## src/rtl/zld_xca.sv

```systemverilog
// zld_xca: zero run-length decoder.
// Expands 4-bit tokens into 3-bit samples. A literal token (bit 3 = 0) emits
// its low three bits as one sample; a run token (bit 3 = 1) emits
// count+1 zeros (1..8). Both sides use a data/valid/back-pressure handshake.
// Ports:
//   clock, reset   - system clock, synchronous active-high reset
//   i_d, i_v, i_b  - token in, token valid, back-pressure to the producer
//   o_d, o_v, o_b  - registered sample out, sample valid, back-pressure from the consumer
module zld_xca (
   input  logic       clock,
   input  logic       reset,
   input  logic [3:0] i_d,
   input  logic       i_v,
   output logic       i_b,
   output logic [2:0] o_d,
   output logic       o_v,
   input  logic       o_b
);

   localparam int unsigned SAMPLE_W = 3;

   typedef enum logic {
      PASS = 1'b0,
      RUN  = 1'b1
   } state_t;

   state_t              state;
   logic [SAMPLE_W-1:0] cnt;
   logic                drain;
   logic                take;

   // Only PASS accepts tokens, and only while the output register is empty or emptying.
   always_comb begin
      i_b = 1'b1;
      if (!reset && state == PASS) begin
         i_b = o_v & o_b;
      end
   end

   assign drain = o_v & ~o_b;
   assign take  = i_v & ~i_b;

   // Output register, remaining-zero counter and state.
   always_ff @(posedge clock) begin
      if (reset) begin
         state <= PASS;
         cnt   <= '0;
         o_d   <= '0;
         o_v   <= 1'b0;
      end else begin
         case (state)
            PASS: begin
               if (take) begin
                  o_v <= 1'b1;
                  if (!i_d[3]) begin
                     o_d <= i_d[SAMPLE_W-1:0];
                  end else begin
                     // First zero goes out now; cnt holds the zeros still owed.
                     o_d <= '0;
                     cnt <= i_d[SAMPLE_W-1:0];
                     if (i_d[SAMPLE_W-1:0] != '0) begin
                        state <= RUN;
                     end
                  end
               end else if (drain) begin
                  o_v <= 1'b0;
               end
            end
            RUN: begin
               if (drain) begin
                  o_d <= '0;
                  cnt <= cnt - SAMPLE_W'(1);
                  // Last zero of the run is loaded on this edge.
                  if (cnt == SAMPLE_W'(1)) begin
                     state <= PASS;
                  end
               end
            end
            default: state <= PASS;
         endcase
      end
   end

endmodule

```

## config.mk

```make
export PLATFORM = sky130hd
export DESIGN_NAME = zld_xca
export DESIGN_NICKNAME = d
export VERILOG_FILES = /design/src/rtl/zld_xca.sv
export SDC_FILE = /design/constraint.sdc
export NUM_CORES = 1
export LEC_CHECK = 0
export CORE_AREA = 3 3 40 42
export CTS_CLUSTER_DIAMETER = 30
export CTS_CLUSTER_SIZE = 14
export DETAILED_ROUTE_END_ITERATION = 8
export DIE_AREA = 0 0 43 45
export PLACE_DENSITY = 0.59
export SETUP_SLACK_MARGIN = 0.3
export SYNTH_ARGS = -nofsm -noshare
export SYNTH_HDL_FRONTEND = slang
export SYNTH_SLANG_ARGS = --single-unit
```

## constraint.sdc

```tcl
create_clock -name clock -period 2.4 [get_ports clock]
set_input_delay 0.36 -clock clock [delete_from_list [all_inputs] [get_ports clock]]
set_output_delay 0.36 -clock clock [all_outputs]
set_load 0.005 [all_outputs]
```

**Yosys cells after proc, flatten, opt, wreduce, memory -nomap -nowiden**

Cells that the tools add are included.

- Bits in registers: 8
- Input port bits: 8
- Output and inout bits: 5
- Logic and storage cells: 39

- Add/sub/neg operators: 1
- Eq/ne operators: 4
- Multiplexer cells: 17
- Bitwise gates (word level): 6
- Reductions and logical operators: 7

Operators with widths:

| kind | count |
|---|---|
| 3-bit two-way mux | 6 |
| 3-bit one-hot mux with 2 select lines | 2 |
| 1-bit two-way mux | 8 |
| 2-bit inequality test (second input constant) | 2 |
| 2-bit AND reduction | 2 |
| 1-bit bitwise AND | 3 |
| 3-bit by 1-bit == test with 1-bit output (second input constant) | 1 |
| 1-bit NOT | 3 |
| 3-bit AND reduction | 1 |
| 3-bit nonzero test | 1 |
| 3-bit by 1-bit subtractor with 3-bit output (second input constant) | 1 |
| 2-bit by 1-bit inequality test with 1-bit output (second input constant) | 1 |
| 1-bit one-hot mux with 2 select lines | 1 |
| 2-bit nonzero test | 1 |
| 1-bit logical AND | 1 |
| 1-bit logical NOT | 1 |

**Logic depth before layout (Yosys ltp)**

Gate-level depths: netlist (run 1).

- Word-level depth: 7
- Gate-level depth with buffers: 6

**Least setup slack after synthesis (run 1)**

Ideal clock, no wire load.

- Path type: register to register
- Start point: reg o_v
- End point: reg o_d[2]
- Arrival: 1.328 ns
- Data required time: 2.330 ns
- Slack: 1.002 ns
- Stages on the path, launching flop included: 5
- Path buffers: 0
- Cells stage by stage: dfxtp_1 mux2i_4 o21ai_2 or4_1 a21oi_1

- Longest elaborated chain between the ends: 6

Ends and longest elaborated chain:

| what | line | text |
|---|---|---|
| start, declared | 16 | `output logic o_v,` |
| start signal, assigned | 49 | `o_v <= 1'b0;` |
| start signal, assigned | 54 | `o_v <= 1'b1;` |
| start signal, assigned | 66 | `o_v <= 1'b0;` |
| 1-bit bitwise AND | 36 | `i_b = o_v & o_b;` |
| 1-bit two-way mux | 35 | `if (!reset && state == PASS) begin` |
| 1-bit NOT | 41 | `assign take = i_v & ~i_b;` |
| 1-bit bitwise AND | 41 |  |
| 2-bit inequality test (no source line) | - |  |
| 2-bit AND reduction (no source line) (*) | - |  |
| end signal, assigned | 56 | `o_d <= i_d[SAMPLE_W-1:0];` |
| end, declared | 15 | `output logic [2:0] o_d,` |

Every way passes the cells marked *; elsewhere a longest branch is shown, timed or not.
A chain may end at the register's enable or synchronous reset.

**Worst setup path after layout (run 1)**

- Start point: in reset
- End point: out i_b

- Longest elaborated chain between the ends: 3

Ends and longest elaborated chain:

| what | line | text |
|---|---|---|
| start, declared | 11 | `input logic reset,` |
| 1-bit logical NOT | 35 |  |
| 1-bit logical AND | 35 |  |
| 1-bit two-way mux | 35 |  |
| end, declared | 14 | `output logic i_b,` |

No other way between the ends.

==> summary.txt, run 1 <==
Min path
  • Hold crit path type: register to register

Finish
  • Share of post-route cells with drive strength above 1: between 10% and 20%
  • Final core occ: between 40% and 50%
  • Final Non-Filler Cells: 83
  • ANT cells: 0
  • Fin area: 612 µm²
  • Final nets: 80
  • Layout area overhead: 32.2%

Clock tree
  • Number of buffers created by CTS: 3
  • Clock-pin slew on the worst setup and hold paths: roughly 50 ps
  • CTS H-tree depth: 1
  • Root Buffer: clkbuf_4
  • Worst-Skew Late Latency: roughly 250 ps
  • CTS Sinks: 8
  • Number of buffers inserted by hold repair at cts: 0
  • CTS tree: done
  • Post-CTS Setup Repair Bufs: 0
  • Clock Path Buffers: 2
  • Post_cts resized: 0

Outcome
  • Status: finished clean

STA
  • Final Cycle Share: between 80% and 90%
  • Post-Route Hold Slack: between 400 and 500 ps
  • Final setup margin: 346 ps
  • Final hold violation count: 0
  • Crit path time final: ~2000 ps
  • Final Max Slew Viols: 0
  • Max Clock Freq: approximately 500 MHz
  • Worst-margin pin slew: between 300 and 400 ps
  • Clk_skew: roughly 7.6 ps
  • Max_slew headroom: approximately 75%
  • Setup TNS: 0 ps
  • RSZ-0062 raised after global routing: no
  • Finish-stage setup viols: 0

Logic synthesis
  • Post-Syn Area: about 460 µm²
  • Seq cells post-synth: 8
  • Post-synthesis cell type count: 22
  • Mapped Cells: 55
  • Syn_area_per_cell: approximately 8.4 µm²
  • Synth Net Count: 65
  • Synth Warn #: 0
  • Register area share after synthesis: approximately 35%

Floorplanning
  • Die area: ~0.0019 mm²
  • Core region area: roughly 0.0013 mm²
  • Die height: around 45 µm
  • Row Count: 13
  • # IOs: 13
  • Die Span X: between 40 and 50 µm
  • Initial Util: ~36%

Placed design
  • Placed Cells: 80
  • RD Place Congestion: 0.699
  • Cell area after placement: around 590 µm²
  • Worst slack at placement: between 300 and 400 ps
  • HPWL Detailed: roughly 700 µm
  • I/O Buffers: 12

Worst setup path
  • Worst Setup Start Kind: input port
  • Critical path peak fanout: 11
  • Setup crit end kind: output pin
  • WS Path Type: input port to output pin
  • Required time worst endpoint: between 2000 and 2500 ps
  • Data arrival, critical path: about 1700 ps

Routing
  • DRC: 0
  • Drt total wl: roughly 930 µm
  • Routed len/inst: between 10 and 15 µm
  • Initial DRC Count: 8
  • ANT nets after route: 0
  • DRT Pass-1 Iters: 2
  • Vias/cell: about 5.2
  • Vias post-DR: 433

GRT
  • Vias in the first global route: 366
  • Global-route wire length before repair: approximately 1.5 mm
  • Initial antenna violation count: 0
  • Largest net degree at the start of global routing: 18
  • GRT overflow: 0
  • Global Route Usage Sum: a little over a tenth

Power and ir drop
  • Peak VDD IR: ~0.00032 V
  • Clock power frac: around a third
  • Sw Pwr: 0.0821 mW
  • Pwr/cell area: roughly 520 mW/mm²
  • Register share of total power: between 40% and 50%
  • Switch share: 26.0%
  • Design internal power: approximately 0.23 mW
  • Comb power frac: a little over a fifth
  • Final total power: ~0.32 mW
  • Leakage: between 0.2 and 0.25 nW

Flow run
  • Max Cap Viol: 0
[state kept, by name (all words and copies together) (netlist names)]
signal and flops:
cnt 3, o_v 1, o_d 3, state 1
[power groups by stage]
stage          Sequential, mW  Clock, mW  Combinational, mW
6_report                0.146      0.104             0.0661
5_1_grt                 0.147      0.117             0.0732
3_5_place_dp            0.149          0             0.0666
2_1_floorplan           0.148          0             0.0383
3_3_place_gp            0.148          0             0.0665
4_1_cts                 0.146      0.110             0.0669
[cell usage in the layout, fill, tap and decap left out, types with 2 or more instances in the layout]
cell type	count
nor2b_1	3
o21ai_0	3
clkbuf_4	3
ha_1	2
inv_1	3
o21ai_2	2
dfxtp_1	8
nand2b_1	3
a21oi_1	9
o2111ai_1	2
nand2_1	6
nor2_1	3
clkdlybuf4s50_1	12
[worst max-delay path, stage by stage]
cell             delay [ps]
clkdlybuf4s50_1         690
nand2b_1                150
clkdlybuf4s50_1         490
[final timing paths]
path / slack (ps) / end / from / depth (start not counted)
worst max register to register: 890 / o_d[2]$_SDFFE_PP0P_ / o_v$_SDFFE_PP0P_ / 4
worst max-delay path: 350 / i_b / reset / 3
worst min-delay path: 450 / o_d[2]$_SDFFE_PP0P_ / o_d[2]$_SDFFE_PP0P_ / 2
worst min register to register: 450 / o_d[2]$_SDFFE_PP0P_ / o_d[2]$_SDFFE_PP0P_ / 2
[metal layers]
layer | up-vias | wire length, µm | global-route usage, %
met4 | 0 | 0 | 1.81
met3 | 0 | 68 | 5.98
li1 | 223 | - | -
met1 | 200 | 443 | 14.1
met2 | 10 | 418 | 15.9
met5 | - | 0 | 0
[final cells by class]
cell class / instances / area (µm²)
inverter: 3 / 11.3
fill: 132 / 673
timing repair buffer: 13 / 128
clock buffer: 3 / 22.5
multi-input combinational: 41 / 272
sequential: 8 / 160
tap: 15 / 18.8
[synth_stat cells]
cell type / n / area share [%]
a21oi_1: 9 / 9.7
mux2i_4: 1 / 4.9
buf_2: 1 / 1.1
o21ai_2: 2 / 3.8
nand2b_1: 3 / 4.1
a211o_1: 1 / 1.9
nor2b_1: 3 / 4.1
clkbuf_1: 1 / 0.81
or4bb_1: 1 / 2.4
o311ai_0: 1 / 1.9
buf_6: 1 / 2.4
and3b_1: 1 / 1.9
o22ai_1: 1 / 1.4
dfxtp_1: 8 / 35
or3_1: 1 / 1.4
o21ai_0: 3 / 3.2
nand2_1: 6 / 4.9
o2111ai_1: 2 / 3.8
or4_1: 1 / 1.6
inv_1: 3 / 2.4
ha_1: 2 / 5.4
nor2_1: 3 / 2.4
[logic make-up after synthesis]
group	synth area share, %
adder cells (fa/ha/maj)	5.40
flip-flops	34.6
AO/OA/AOI/OAI	25.7
AND/OR/NAND/NOR	22.7
buffers and inverters	6.75
multiplexers	4.86
Power figures use the tool's default switching activity.
==> run 2: changes to the inputs <==
--- a/config.mk
+++ b/config.mk
@@ -11,7 +11,7 @@
 export DETAILED_ROUTE_END_ITERATION = 8
 export DIE_AREA = 0 0 43 45
 export PLACE_DENSITY = 0.59
-export SETUP_SLACK_MARGIN = 0.3
+export SETUP_SLACK_MARGIN = 0.4
 export SYNTH_ARGS = -nofsm -noshare
 export SYNTH_HDL_FRONTEND = slang
 export SYNTH_SLANG_ARGS = --single-unit
==> summary.txt, run 2 (synthesis results as in run 1) <==
Outcome
  • Status: finished clean

Clock tree
  • Root Buffer: clkbuf_4
  • Post-CTS Setup Repair Bufs: 0 (unchanged)
  • CTS H-tree depth: 1 (unchanged)
  • Clock-pin slew on the worst setup and hold paths: 50 ps (about the same)
  • CTS Sinks: 8 (unchanged)
  • CTS tree: done
  • Number of buffers created by CTS: 3 (unchanged)
  • Worst-Skew Late Latency: 250 ps (about the same)
  • Clock Path Buffers: 2 (unchanged)

Floorplanning
  • # IOs: 13 (unchanged)
  • Die height: 45 µm (unchanged)
  • Row Count: 13 (unchanged)
  • Core region area: 0.00128 mm² (unchanged)
  • Die Span X: 43 µm (unchanged)
  • Initial Util: 36.0% (unchanged)
  • Die area: 0.00194 mm² (unchanged)

Routing
  • DRT Pass-1 Iters: 2 (unchanged)
  • Vias/cell: 5.22 (unchanged)
  • Routed len/inst: 11.2 µm (-0.11%)
  • Drt total wl: 929 µm (-0.11%)
  • DRC: 0 (unchanged)
  • ANT nets after route: 0 (unchanged)
  • Initial DRC Count: 8 (unchanged)
  • Vias post-DR: 433 (unchanged)

Finish
  • Largest registers: cnt (3), o_d (3)
  • Final nets: 80 (unchanged)
  • ANT cells: 0 (unchanged)
  • Final core occ: 47.4% (-0.19 points)
  • Share of post-route cells with drive strength above 1: 10.3% (unchanged)
  • Layout area overhead: 31.6%
  • Most used cells in the layout excluding fill and tap cells: clkdlybuf4s50_1 (10), a21oi_1 (9), dfxtp_1 (8)
  • Commonest non-fill, non-tap cell in the layout: clkdlybuf4s50_1

Worst setup path
  • Crit path launch: reset
  • Data arrival, critical path: 1420 ps (-270 ps)
  • R2R cell count: 4 (unchanged)
  • Worst R2R Start: o_v$_SDFFE_PP0P_
  • Required time worst endpoint: 2040 ps (about the same)
  • WS Path Type: input port to output pin
  • Worst Setup EP: i_b
  • Worst R2R End: o_d[2]$_SDFFE_PP0P_
  • Reg-to-reg setup timing slack: 890 ps (about the same)
  • Worst Setup Start Kind: input port
  • Setup crit end kind: output pin
  • Critical path peak fanout: 11 (unchanged)

Placed design
  • HPWL Detailed: 697 µm (unchanged)
  • RD Place Congestion: 0.699 (unchanged)
  • I/O Buffers: 12 (unchanged)

GRT
  • Global Route Usage Sum: 10.8% (unchanged)
  • Largest net degree at the start of global routing: 18 (unchanged)
  • Global-route wire length before repair: 1.54 mm (unchanged)
  • Vias in the first global route: 366 (unchanged)
  • GRT overflow: 0 (unchanged)
  • Initial antenna violation count: 0 (unchanged)

STA
  • Post-Route Hold Slack: 451 ps (-0.0130 ps)
  • Setup TNS: 0 ps (unchanged)
  • Max Clock Freq: 561 MHz (+15%)
  • Finish-stage setup viols: 0 (unchanged)
  • Final hold violation count: 0 (unchanged)
  • Crit path time final: 1780 ps (-271 ps)
  • Final Cycle Share: 74.3% (-11 points)
  • Worst-margin pin slew: 363 ps (-4.48 ps)
  • RSZ-0062 raised after global routing: no
  • Final Max Slew Viols: 0 (unchanged)
  • Clk_skew: 7.63 ps (unchanged)
  • Max_slew headroom: 75.8% (+0.38 points)

Power and ir drop
  • Peak VDD IR: 0.000317 V (-0.25%)
  • Leakage: 0.216 nW (+1.3%)
  • Pwr/cell area: 516 mW/mm² (about the same)

Min path
  • Hold Startpoint: o_d[2]$_SDFFE_PP0P_
  • Hold crit path type: register to register

Flow run
  • Max Cap Viol: 0 (unchanged)
==> run 2: cell types whose count changed in the layout (fill, tap and decap cells not counted) <==
cell,delta
dlygate4sd2_1,+2
clkdlybuf4s50_1,-2
==> run 2: metal layers <==
metal  GRT usage [%]  share of wire, %  vias to the layer above
met5               0                 0                        -
met4            1.81                 0                        0
met3            5.98               7.3                        0
met2            15.9                45                       10
met1            14.1                48                      200
li1                -                 -                      223
==> run 2: final cells by class <==
cell class | instances | area (µm²)
clock buffer | 3 | 22.5
inverter | 3 | 11.3
sequential | 8 | 160
tap | 15 | 18.8
fill | 131 | 676
timing repair buffer | 13 | 125
multi-input combinational | 41 | 272
==> run 2: worst max-delay path, cell delays in order <==
cell             delay, ps
dlygate4sd2_1          420
nand2b_1               150
clkdlybuf4s50_1        490
==> run 2: how the worst min path moves through the flow <==
stage,end,cells after the start
global placement,o_d[2]$_SDFFE_PP0P_,2
global route,cnt[1]$_SDFFE_PP0P_,2
detailed placement,o_d[2]$_SDFFE_PP0P_,2
finish,o_d[2]$_SDFFE_PP0P_,2
CTS,o_d[2]$_SDFFE_PP0P_,2
floorplan,cnt[1]$_SDFFE_PP0P_,2
==> run 2: repair_timing <==
action                                  4_1_cts  5_1_grt
gates resized for setup                       2        0
endpoints found under the setup margin        1        0
hold buffers                                  0        0
hold endpoints to repair                      0        0
==> run 2: power breakdown <==
group / switching, mW / leakage, nW / internal [mW] / total [mW]
combinational: 0.0297 / 0.137 / 0.0351 / 0.0649
clock: 0.0466 / 0.0138 / 0.0573 / 0.104
sequential: 0.00571 / 0.0653 / 0.140 / 0.146
==> run 2: metrics by stage <==
stage,cells,worst slack (ps),instance area (µm²),power [mW]
finish,83,616,609,0.315
global route,83,542,609,0.335
CTS,83,605,609,0.322
detailed placement,80,335,589,0.215
global placement,80,342,589,0.215
floorplan,55,1000,463,0.186
==> run 3: changes to the inputs <==
==> constraint.sdc (replaced) <==
create_clock -name clock -period 1.8 [get_ports clock]
set_input_delay 0.27 -clock clock [delete_from_list [all_inputs] [get_ports clock]]
set_output_delay 0.27 -clock clock [all_outputs]
set_load 0.005 [all_outputs]
==> summary.txt, run 3 (synthesis results as in run 1) <==
Min path
  • Hold Startpoint: o_d[1]$_SDFFE_PP0P_
  • Worst min-delay path endpoint: o_d[1]$_SDFFE_PP0P_
  • Worst Hold Depth: 2 (unchanged)
  • Hold crit path type: register to register

Routing
  • Met1 wire length: 481 µm (+8.8%)
  • DRC: 0 (unchanged)
  • Uppermost layer routed: met4
  • Vias post-DR: 438 (+1.2%)
  • Initial DRC Count: 8 (unchanged)
  • Vias/cell: 4.92 (-5.7%)
  • ANT nets after route: 0 (unchanged)
  • Drt total wl: 1.02 mm (+9.5%)
  • DR WL met2: 475 µm (+14%)
  • Met3 wire len: 46 µm (-32%)
  • Routed len/inst: 11.4 µm (+2.1%)
  • DRT Pass-1 Iters: 4 (+2)

Worst setup path
  • WS Path Type: input port to register
  • Worst R2R End: o_d[2]$_SDFFE_PP0P_
  • Required time worst endpoint: 1980 ps (-60 ps)
  • Data arrival, critical path: 1560 ps (+140 ps)
  • Reg-to-reg setup timing slack: 430 ps (-460 ps)
  • Critical path peak fanout: 3 (-8)
  • Worst Setup Start Kind: input port
  • Worst R2R Start: o_v$_SDFFE_PP0P_
  • Setup crit end kind: register
  • R2R cell count: 4 (unchanged)

STA
  • Finish-stage setup viols: 0 (unchanged)
  • Max Clock Freq: just over 700 MHz
  • Final setup margin: 422 ps (-194 ps)
  • Worst-margin pin slew: 294 ps (-68.4 ps)
  • Clk_skew: 1.47 ps (-6.16 ps)
  • Post-Route Hold Slack: 446 ps (-4.98 ps)
  • Max_slew headroom: 80.1% (+4.3 points)
  • Final Cycle Share: roughly three quarters
  • Final hold violation count: 0 (unchanged)
  • RSZ-0062 raised after global routing: yes
  • Final Max Slew Viols: 0 (unchanged)
  • Crit path time final: 1380 ps
  • Setup TNS: 0 ps (unchanged)

Floorplanning
  • Die height: 45 µm (unchanged)
  • Die Span X: 43 µm (unchanged)
  • Die area: 0.00194 mm² (unchanged)
  • Core region area: 0.00128 mm² (unchanged)
  • Initial Util: 36.0% (unchanged)
  • # IOs: 13 (unchanged)
  • Row Count: 13 (unchanged)

Finish
  • Fin area: 684 µm² (+12%)
  • Final nets: 86 (+7.5%)
  • Largest registers: cnt (3), o_d (3)
  • ANT cells: 0 (unchanged)
  • Share of post-route cells with drive strength above 1: 24.3% (+14 points)
  • Most used cells in the layout excluding fill and tap cells: a21oi_1 (8), clkdlybuf4s50_1 (8), buf_4 (7)
  • Layout area overhead: 47.8%

GRT
  • Largest net degree at the start of global routing: 9 (-9)
  • Vias in the first global route: 420 (+15%)
  • Global Route Usage Sum: 12.4% (+1.6 points)
  • Initial antenna violation count: 0 (unchanged)
  • Global-route wire length before repair: 1.69 mm (+9.9%)
  • GRT overflow: 0 (unchanged)

Clock tree
  • Clock Path Buffers: 2 (unchanged)
  • Root Buffer: clkbuf_4
  • CTS Sinks: 8 (unchanged)
  • CTS tree: done
  • Worst-Skew Late Latency: 250 ps (about the same)
  • Number of buffers created by CTS: 3 (unchanged)
  • Number of buffers inserted by hold repair at cts: 0 (unchanged)
  • Clock-pin slew on the worst setup and hold paths: 50 ps (about the same)
  • CTS H-tree depth: 1 (unchanged)

Power and ir drop
  • Leakage: 0.257 nW (+19%)
  • Pwr/cell area: 633 mW/mm² (+23%)
  • Final total power: 0.434 mW (+38%)
  • Peak VDD IR: 0.000476 V (+50%)

Flow run
  • Max Cap Viol: 0 (unchanged)

Placed design
  • RD Place Congestion: 0.760 (+8.7%)
  • Cell area after placement: 627 µm² (+6.4%)
  • HPWL Detailed: 782 µm (+12%)
  • I/O Buffers: 12 (unchanged)
  • Worst slack at placement: 67.7 ps (-267 ps)

Outcome
  • Status: finished clean
-- run 3: worst max-delay path, stage by stage --
cell and delay (ps):
clkdlybuf4s50_1 500, nor2b_4 180, o21ai_2 60, or4_1 410, a21oi_1 140
-- run 3: area by class of cell --
class                      instances  area, µm²
fill                             123        601
inverter                           3       11.3
tap                               15       18.8
sequential                         8        165
timing repair buffer              19        168
clock buffer                       3       22.5
multi-input combinational         41        299
-- run 3: what timing repair did --
item	4_1_cts	5_1_grt
resized for setup	9	4
pin swaps	0	1
endpoints found under the hold margin	0	0
setup buffers	1	0
setup endpoints to repair	4	2
gates cloned	0	0
-- run 3: power by group --
group	internal (mW)	leakage (nW)	total [mW]	switching [mW]
Sequential	0.187	0.0663	0.197	0.0104
Clock	0.0761	0.0138	0.134	0.0580
Combinational	0.0586	0.177	0.102	0.0436
Total	0.322	0.257	0.434	0.112
-- run 3: metal layers --
| metal | vias up | track usage [%] |
|---|---|---|
| li1 | 235 | - |
| met1 | 192 | 13.8 |
| met2 | 9 | 19.2 |
| met3 | 2 | 3.59 |
| met4 | 0 | 10.8 |
| met5 | - | 0 |
-- run 3: how the worst max path moves through the flow --
stage | to | start | depth (start not counted)
after floorplan | o_d[2]$_SDFFE_PP0P_ | o_v$_SDFFE_PP0P_ | 4
after global placement | o_d[2]$_SDFFE_PP0P_ | i_v | 5
after detailed placement | o_d[2]$_SDFFE_PP0P_ | o_b | 6
after CTS | o_d[2]$_SDFFE_PP0P_ | i_v | 5
after global routing | o_d[2]$_SDFFE_PP0P_ | o_v$_SDFFE_PP0P_ | 4
final | o_d[2]$_SDFFE_PP0P_ | i_v | 5
-- run 3: metrics by stage --
stage          std cells  util, %
4_1_cts               89     51.9
3_5_place_dp          85     48.8
2_1_floorplan         55        -
6_report              89     53.3
5_1_grt               89     53.3
3_3_place_gp          85     48.8
